File: config.mk
export PLATFORM = sky130hd
export DESIGN_NAME = fdma_axi_rd_master
export DESIGN_NICKNAME = d
export VERILOG_FILES = /design/src/rtl/fdma_pkg.sv /design/src/rtl/fdma_rd_burst_calc.sv /design/src/rtl/fdma_axi_rd_master.sv
export SDC_FILE = /design/constraint.sdc
export NUM_CORES = 1
export LEC_CHECK = 0
export BUFFER_PORTS_ARGS = -buffer_cell sky130_fd_sc_hd__buf_2
export CORE_AREA = 3 3 110 191
export CTS_BUF_LIST = sky130_fd_sc_hd__clkbuf_8
export DETAILED_ROUTE_END_ITERATION = 8
export DIE_AREA = 0 0 113 194
export PLACE_DENSITY = 0.87
export SLEW_MARGIN = 20
export SYNTH_ARGS = -nofsm -noshare
export SYNTH_HDL_FRONTEND = slang
export SYNTH_HIERARCHICAL = 1
export SYNTH_SLANG_ARGS = --single-unit
File: constraint.sdc
create_clock -name ui_clk -period 10.7 [get_ports ui_clk]
set_clock_uncertainty 0.15 [all_clocks]
set_input_delay 0.535 -clock ui_clk [delete_from_list [all_inputs] [get_ports ui_clk]]
set_output_delay 0.535 -clock ui_clk [all_outputs]
set_load 0.01 [all_outputs]
File: src/rtl/fdma_pkg.sv
// Shared definitions for the FDMA AXI read path: burst type, size encoding and
// the read-master state enum.
package fdma_pkg;

   localparam logic [1:0] AXI_BURST_INCR = 2'b01;

   // Wide enough to hold a full 256-beat burst length.
   localparam int BLEN_W = 9;

   typedef enum logic [2:0] {
      IDLE,
      CALC,
      ADDR,
      DATA,
      DONE
   } state_t;

   function automatic logic [2:0] axi_size_enc(input int data_width);
      return 3'($clog2(data_width / 8));
   endfunction

endpackage

File: src/rtl/fdma_rd_burst_calc.sv
// Combinational burst-length selection for the FDMA read master.
// Build macro FDMA_RD_4K_BOUNDARY_EN additionally stops bursts at 4 KB pages.
module fdma_rd_burst_calc
   import fdma_pkg::*;
#(
   parameter int AXI_DATA_WIDTH    = 128,
   parameter int AXI_ADDR_WIDTH    = 32,
   parameter int AXI_MAX_BURST_LEN = 64
) (
   input  logic [15:0]               remain,
   input  logic [AXI_ADDR_WIDTH-1:0] addr,
   output logic [BLEN_W-1:0]         blen
);

   localparam int BYTES_SHIFT = $clog2(AXI_DATA_WIDTH / 8);

   logic [16:0] lim;
   logic        unused_addr;

   // Only the page offset matters, and only when the boundary clamp is built.
   assign unused_addr = ^addr;

`ifdef FDMA_RD_4K_BOUNDARY_EN
   logic [12:0] room;

   // Beats left before the next 4 KB page; at least 1 for a beat-aligned address.
   assign room = (13'd4096 - {1'b0, addr[11:0]}) >> BYTES_SHIFT;
`endif

   // NOTE: every variable assigned in always_comb gets a value on entry, so no
   // path can leave it holding its old value and infer a latch.
   always_comb begin
      lim = (remain > 16'(AXI_MAX_BURST_LEN)) ? 17'(AXI_MAX_BURST_LEN) : {1'b0, remain};
`ifdef FDMA_RD_4K_BOUNDARY_EN
      if (17'(room) < lim) begin
         lim = 17'(room);
      end
`else
      lim = lim;
`endif
      blen = lim[BLEN_W-1:0];
   end

endmodule

File: src/rtl/fdma_axi_rd_master.sv
// FDMA read master: splits one arbitrated read request into AXI4 INCR bursts,
// one outstanding, and streams the data back. See fdma_rd_burst_calc for FDMA_RD_4K_BOUNDARY_EN.
module fdma_axi_rd_master
   import fdma_pkg::*;
#(
   parameter int AXI_DATA_WIDTH    = 128,
   parameter int AXI_ADDR_WIDTH    = 32,
   parameter int AXI_MAX_BURST_LEN = 64
) (
   input  logic                      ui_clk,
   input  logic                      ui_rst,
   input  logic [AXI_ADDR_WIDTH-1:0] fdma_raddr,
   input  logic                      fdma_rareq,
   input  logic [15:0]               fdma_rsize,
   output logic                      fdma_rbusy,
   output logic [AXI_DATA_WIDTH-1:0] fdma_rdata,
   output logic                      fdma_rvalid,
   output logic [AXI_ADDR_WIDTH-1:0] m_axi_araddr,
   output logic [7:0]                m_axi_arlen,
   output logic [2:0]                m_axi_arsize,
   output logic [1:0]                m_axi_arburst,
   output logic                      m_axi_arvalid,
   input  logic                      m_axi_arready,
   input  logic [AXI_DATA_WIDTH-1:0] m_axi_rdata,
   input  logic                      m_axi_rvalid,
   input  logic                      m_axi_rlast,
   output logic                      m_axi_rready
);

   localparam int BYTES_SHIFT = $clog2(AXI_DATA_WIDTH / 8);

   state_t                    state;
   state_t                    state_nxt;
   logic [AXI_ADDR_WIDTH-1:0] addr_r;
   logic [15:0]               remain_r;
   logic [BLEN_W-1:0]         blen_r;
   logic [BLEN_W-1:0]         blen_calc;
   logic [BLEN_W-1:0]         beat_cnt;
   logic                      req_ok;
   logic                      ar_hs;
   logic                      r_hs;
   logic                      burst_end;
   logic                      unused_rlast;

   assign m_axi_arsize  = axi_size_enc(AXI_DATA_WIDTH);
   assign m_axi_arburst = AXI_BURST_INCR;

   // Burst ends are counted locally; rlast is informational only.
   assign unused_rlast = m_axi_rlast;

   assign req_ok    = fdma_rareq && (fdma_rsize != 16'd0);
   assign ar_hs     = m_axi_arvalid && m_axi_arready;
   assign r_hs      = m_axi_rvalid && m_axi_rready;
   assign burst_end = r_hs && (beat_cnt == blen_r - 9'd1);

   fdma_rd_burst_calc #(
      .AXI_DATA_WIDTH    (AXI_DATA_WIDTH),
      .AXI_ADDR_WIDTH    (AXI_ADDR_WIDTH),
      .AXI_MAX_BURST_LEN (AXI_MAX_BURST_LEN)
   ) u_burst_calc (
      .remain (remain_r),
      .addr   (addr_r),
      .blen   (blen_calc)
   );

   // NOTE: sequential state uses non-blocking assignments so every register
   // samples pre-edge values, independent of block evaluation order.
   always_ff @(posedge ui_clk or posedge ui_rst) begin
      if (ui_rst) begin
         state <= IDLE;
      end else begin
         state <= state_nxt;
      end
   end

   always_comb begin
      state_nxt = state;
      case (state)
         IDLE:    if (req_ok) state_nxt = CALC;
         CALC:    state_nxt = ADDR;
         ADDR:    if (ar_hs) state_nxt = DATA;
         DATA:    if (burst_end) state_nxt = (remain_r != 16'd0) ? CALC : DONE;
         DONE:    state_nxt = IDLE;
         default: state_nxt = IDLE;
      endcase
   end

   // Decoding from the state register makes reset drop these immediately.
   always_comb begin
      fdma_rbusy    = (state != IDLE);
      m_axi_arvalid = (state == ADDR);
      m_axi_rready  = (state == DATA);
   end

   always_ff @(posedge ui_clk or posedge ui_rst) begin
      if (ui_rst) begin
         addr_r       <= '0;
         remain_r     <= '0;
         blen_r       <= '0;
         beat_cnt     <= '0;
         m_axi_araddr <= '0;
         m_axi_arlen  <= '0;
      end else begin
         case (state)
            IDLE: begin
               if (req_ok) begin
                  addr_r   <= fdma_raddr;
                  remain_r <= fdma_rsize;
               end
            end
            CALC: begin
               blen_r       <= blen_calc;
               m_axi_araddr <= addr_r;
               m_axi_arlen  <= 8'(blen_calc - 9'd1);
            end
            ADDR: begin
               if (ar_hs) begin
                  addr_r   <= addr_r + (AXI_ADDR_WIDTH'(blen_r) << BYTES_SHIFT);
                  remain_r <= remain_r - 16'(blen_r);
                  beat_cnt <= '0;
               end
            end
            DATA: begin
               if (r_hs) begin
                  beat_cnt <= beat_cnt + 9'd1;
               end
            end
            default: ;
         endcase
      end
   end

   // One-cycle registered return path; rready is only high in DATA.
   always_ff @(posedge ui_clk or posedge ui_rst) begin
      if (ui_rst) begin
         fdma_rvalid <= 1'b0;
         fdma_rdata  <= '0;
      end else begin
         fdma_rvalid <= r_hs;
         if (r_hs) begin
            fdma_rdata <= m_axi_rdata;
         end
      end
   end

endmodule

# Yosys cells after proc, flatten, opt, wreduce, memory -nomap -nowiden

Index checks and enable logic that the tools add are counted.

Add/sub/neg operators: 5
$lt $le $gt $ge: 1
Equality and inequality tests: 8
Mux-type cells: 15
Reductions and logical operators: 13

Operator list:

| cell                                                                             | count |
|---|---|
| 32-bit two-way mux                                                               | 2 |
| 32-bit case mux with 2 select lines                                              | 1 |
| 32-bit by 13-bit adder with 32-bit output                                        | 1 |
| 16-bit two-way mux                                                               | 2 |
| 16-bit case mux with 2 select lines                                              | 1 |
| 16-bit nonzero test                                                              | 2 |
| 9-bit two-way mux                                                                | 3 |
| 9-bit case mux with 2 select lines                                               | 1 |
| 16-bit by 7-bit greater-than comparator with 1-bit output, second input constant | 1 |
| 16-bit by 9-bit subtractor with 16-bit output                                    | 1 |
| 3-bit two-way mux                                                                | 4 |
| 3-bit case mux with 4 select lines                                               | 1 |
| 9-bit by 1-bit adder with 9-bit output, second input constant                    | 1 |
| 9-bit equality test                                                              | 1 |
| 3-bit AND reduction                                                              | 3 |
| 9-bit by 1-bit subtractor with 9-bit output, second input constant               | 1 |
| 8-bit by 1-bit subtractor with 8-bit output, second input constant               | 1 |
| 3-bit by 2-bit equality test with 1-bit output, second input constant            | 2 |
| 2-bit by 1-bit != test with 1-bit output, second input constant                  | 3 |
| 1-bit logical AND                                                                | 4 |
| 2-bit nonzero test                                                               | 2 |
| 3-bit by 1-bit equality test with 1-bit output, second input constant            | 1 |
| 3-bit logical NOT                                                                | 1 |
| 3-bit nonzero test                                                               | 1 |
| 2-bit != test, second input constant                                             | 1 |

Bits in registers: 238
Input bits: 182
Output and inout bits: 177

# Logic depth before layout (Yosys ltp)

Word-level depth: 5
Mapped depth: 10

# Hierarchy

The synthesis kept the hierarchy.

Modules (own cells, without submodules):

| module             | times used | cells each | area an instance (um^2) | seq. area each (um^2) |
|---|---|---|---|---|
| fdma_axi_rd_master | 1          | 1268       | 11006.8                 | 5955.7 |
| fdma_rd_burst_calc | 1          | 14         | 112.6                   | 0.0 |

# Least setup slack after synthesis

Ideal clock, no wire load.

Path type: reg-to-reg
From: reg blen_r[0]
To: reg addr_r[20]
Setup time: 121 ps
Data arrival time: 2293 ps
Required time: 10429 ps
Slack: 8135 ps
Stages on the path, launching flop included: 11
Path buffers: 1
Cells stage by stage: dfrtp_1 ha_1 fa_1 a21o_1 a21oi_2 a21oi_2 o31a_1 buf_2 a21oi_1 nor2_1 o22a_1

Cells in the longest elaborated chain, start to end: 3

Ends and longest elaborated chain:

| element                                   | line                      | source |
|---|---|---|
| start, declared                           | fdma_axi_rd_master.sv:36  | `logic [BLEN_W-1:0] blen_r;` |
| start signal, assigned                    | fdma_axi_rd_master.sv:112 | `blen_r <= blen_calc;` |
| 32-bit by 13-bit adder with 32-bit output | fdma_axi_rd_master.sv:118 | `addr_r <= addr_r + (AXI_ADDR_WIDTH'(blen_r) << BYTES_SHIFT);` |
| 32-bit two-way mux                        | fdma_axi_rd_master.sv:117 | `if (ar_hs) begin` |
| 32-bit case mux with 2 select lines       | fdma_axi_rd_master.sv:104 | `case (state)` |
| end signal, assigned                      | fdma_axi_rd_master.sv:107 | `addr_r <= fdma_raddr;` |
| end signal, assigned                      | fdma_axi_rd_master.sv:118 |  |
| end, declared                             | fdma_axi_rd_master.sv:34  | `logic [AXI_ADDR_WIDTH-1:0] addr_r;` |

No other way between the ends. The select of a mux whose other input is x is not followed.
A chain may end at the register's enable or synchronous reset.

# Worst setup path after layout

From: reg state[2]
To: out m_axi_arvalid

Cells in the longest elaborated chain, start to end: 1

Ends and longest elaborated chain:

| element                                        | line                     | source |
|---|---|---|
| start, declared                                | fdma_axi_rd_master.sv:32 | `state_t state;` |
| start signal, assigned                         | fdma_axi_rd_master.sv:72 | `state <= state_nxt;` |
| 3-bit by 2-bit equality test with 1-bit output | fdma_axi_rd_master.sv:91 | `m_axi_arvalid = (state == ADDR);` |
| end, declared                                  | fdma_axi_rd_master.sv:22 | `output logic m_axi_arvalid,` |

No other way between the ends.

==> impl_metrics.toml <==
[run_status]
status = "finished with violations"
violations = "negative hold slack"

[setup_path]
start_kind = "flop"
rr_worst_depth = 8
required_ns = 10.02
cp-end-kind = "output pin"
crit_fanout = 33
arrival_ns = 2.77
critPathKind = "flop to output pin"

[placement]
place.gp.congestion = 0.9172
dpl.cell_count = 1823
preCtsSetupSlack_ns = 7.336
hpwlAfterDp_um = 24450
dpl_cell_area_mm2 = 0.01294
placement.io_buffers = 352

[detailed_routing]
wl_um = 33400
vias_per_cell = 5.480
drt_iter0_drc = 1015
num_vias = 10350
firstDrtPassIters = 5
wl_per_cell_um = 17.69
ant_nets = 0
drc_errors = 0

[global_route]
grt.total_usage = 0.2962
grt_pass1_vias = 9915
global_route.overflow_total = 0
grt_max_degree = 112
antenna_found_initial = 10
grt_pass1_wl_um = 51640

[yosys]
ys_seq_area_frac = 0.5356
yosysTopAreaCellShare = 0.5356
yosys-top-cells-area = "dfrtp_1 54%, nand2_1 19%, ha_1 2.4%, a21oi_1 2.3%, o21ai_0 2.1%"
synthesis.area_mm2 = 0.01112
yosys.cell_types.count = 64
synth_edf_count = 0
synthArstFlopShare = 1.000
yosys_warnings = 6
synth_seq_cells = 238
avgSynthCellArea_um2 = 8.673
syn_inst = 1282
synth_top_area_cell = "dfrtp_1"
synthFlopType = "dfrtp_1"

[timing]
slew_violations = 0
fmax_ghz = 0.2898
min_period_over_period = 0.3225
setup_slack_ns = 7.250
relSlewSlack = 0.3002
holdWs_ns = -0.006867
hold_violations = 4
worst_pin_slew_ns = 1.050
fin_crit_ns = 3.450
rsz0062_at_grt = "no"
setup_tns_ns = 0
final-setup-viol-count = 0

[die]
fp.dieH_um = 194
initial_core_util = 0.5633
fp.coreArea_mm2 = 0.01974
top_level_ports = 359
die_area_mm2 = 0.02192
rows = 68
die_x_um = 113

[worst_hold_path]
hp-class = "input port to asynchronous set/reset pin"

[clock_tree]
post-cts-setup-buffer-count = 0
holdBufCountCts = 0
cts_sinks = 238
cts_resized = 0
cts_tree = "yes"
clk_pin_slew_ns = 0.06
root_buffer = "clkbuf_8"
clock_latency_ns = 0.53
cts_made_buffers = 35
cts_max_level = 2
cts_buffer_depth = 3

[final_layout]
syn2layout_area_growth_pct = 23.34
final_cell_area_mm2 = 0.01371
final_cells = 1888
drive_gt1_frac = 0.2695
final_core_util = 0.6948
fin_nets = 1820

[power_and_ir_drop]
total_power_mw = 2.009
power_per_cell_area_mw_per_mm2 = 146.5
vdd_drop_max_v = 0.0001184
p_leak_nw = 7.632

[flow_run]
maxCapViolations = 0
==> Yosys cell counts, types with 8 or more instances <==
master / instances
o22ai_1: 16
nand2_1: 558
clkbuf_1: 36
o21ai_0: 47
xor2_1: 18
nand3_1: 14
nor3_1: 14
a21oi_1: 50
nand4_1: 10
a31oi_1: 11
nor4_1: 12
inv_1: 21
xnor2_1: 16
nor2_1: 62
ha_1: 21
dfrtp_1: 238
and2_1: 8
buf_2: 16
==> registers in the layout, summed over array words and instances (netlist names) <==
| name | flops |
|---|---|
| addr_r | 32 |
| fdma_rvalid | 1 |
| state | 3 |
| fdma_rdata | 128 |
| m_axi_araddr | 32 |
| blen_r | 9 |
| remain_r | 16 |
| m_axi_arlen | 8 |
| beat_cnt | 9 |
==> power breakdown <==
group | switching, mW | internal [mW] | total, mW
Sequential | 0.0388 | 0.952 | 0.991
Clock | 0.355 | 0.439 | 0.794
Combinational | 0.136 | 0.0887 | 0.224
Total | 0.529 | 1.48 | 2.01
==> cell type report <==
| cell class | instances | area [um2] |
|---|---|---|
| flip-flops and latches | 238 | 5956 |
| clock buffers | 43 | 591.8 |
| well taps | 245 | 306.5 |
| clock inverters | 19 | 171.4 |
| repair buffers | 362 | 1837 |
| diodes | 3 | 7.507 |
| fillers | 1605 | 6025 |
| inverters | 22 | 92.59 |
| multi-input cells | 956 | 4752 |
==> worst max-delay path, cell delays in order (launching register included) <==
cell and delay [ns]:
dfrtp_1 0.40, nor2_1 0.42, nand2_2 0.53, inv_1 0.32
buf_4 0.35, buf_2 0.20
==> routing by layer <==
layer  global-route usage  vias to the layer above  part of all wire
li1                     -                     4861                 -
met1               0.3524                     4834              0.37
met2               0.5075                      533              0.50
met3              0.05934                      104             0.079
met4               0.1448                       14             0.047
met5                    0                        -            0.0025
==> final timing paths <==
check	slack, ns	startpoint	end
worst max-delay path	7.25	state[2]	m_axi_arvalid
min in group ui_clk	0.04	m_axi_rdata[1]	fdma_rdata[1]
worst min-delay path	-0.007	ui_rst	remain_r[3]
worst min register to register	0.32	m_axi_araddr[2]	m_axi_araddr[2]
max in group asynchronous	8.87	ui_rst	fdma_rdata[98]
worst max register to register	7.32	state[1]	beat_cnt[0]
==> cells in the final DEF (no fill, tap or decap), drive strengths merged, types with 3 or more instances in the layout <==
cell and n:
clkinv 5, nor3 15, and3 4, buf 362, a211oi 6, diode 3
o21a 4, nand2b 5, clkbuf 43, a311oi 4, o21ai 50, nor2b 3
a21o 8, and2 9, o22a 4, a31oi 11, o22ai 16, nand2 558
xor2 18, nor4b 3, conb 7, bufinv 3, clkinvlp 4, dfrtp 238
a21oi 54, nor4 12, nand3 14, xnor2 16, nor2 62, inv 29
nand4 12, or3 4, ha 21, a2bb2oi 6, and4 4
==> logic make-up (layout without fill, tap and decap cells) <==
| family | count (synthesis) | after routing | share of synthesized area |
|---|---|---|---|
| compound gates | 179 | 179 | 0.1008 |
| xor+xnor | 34 | 34 | 0.02678 |
| fa+ha+maj | 23 | 23 | 0.02723 |
| buf+inv | 92 | 446 | 0.03961 |
| flops | 238 | 238 | 0.5356 |
| mux | 2 | 2 | 0.001800 |
| other cells | 3 | 10 | 0.001013 |
| simple gates | 711 | 711 | 0.2671 |
(Power assumes the default switching activity.)
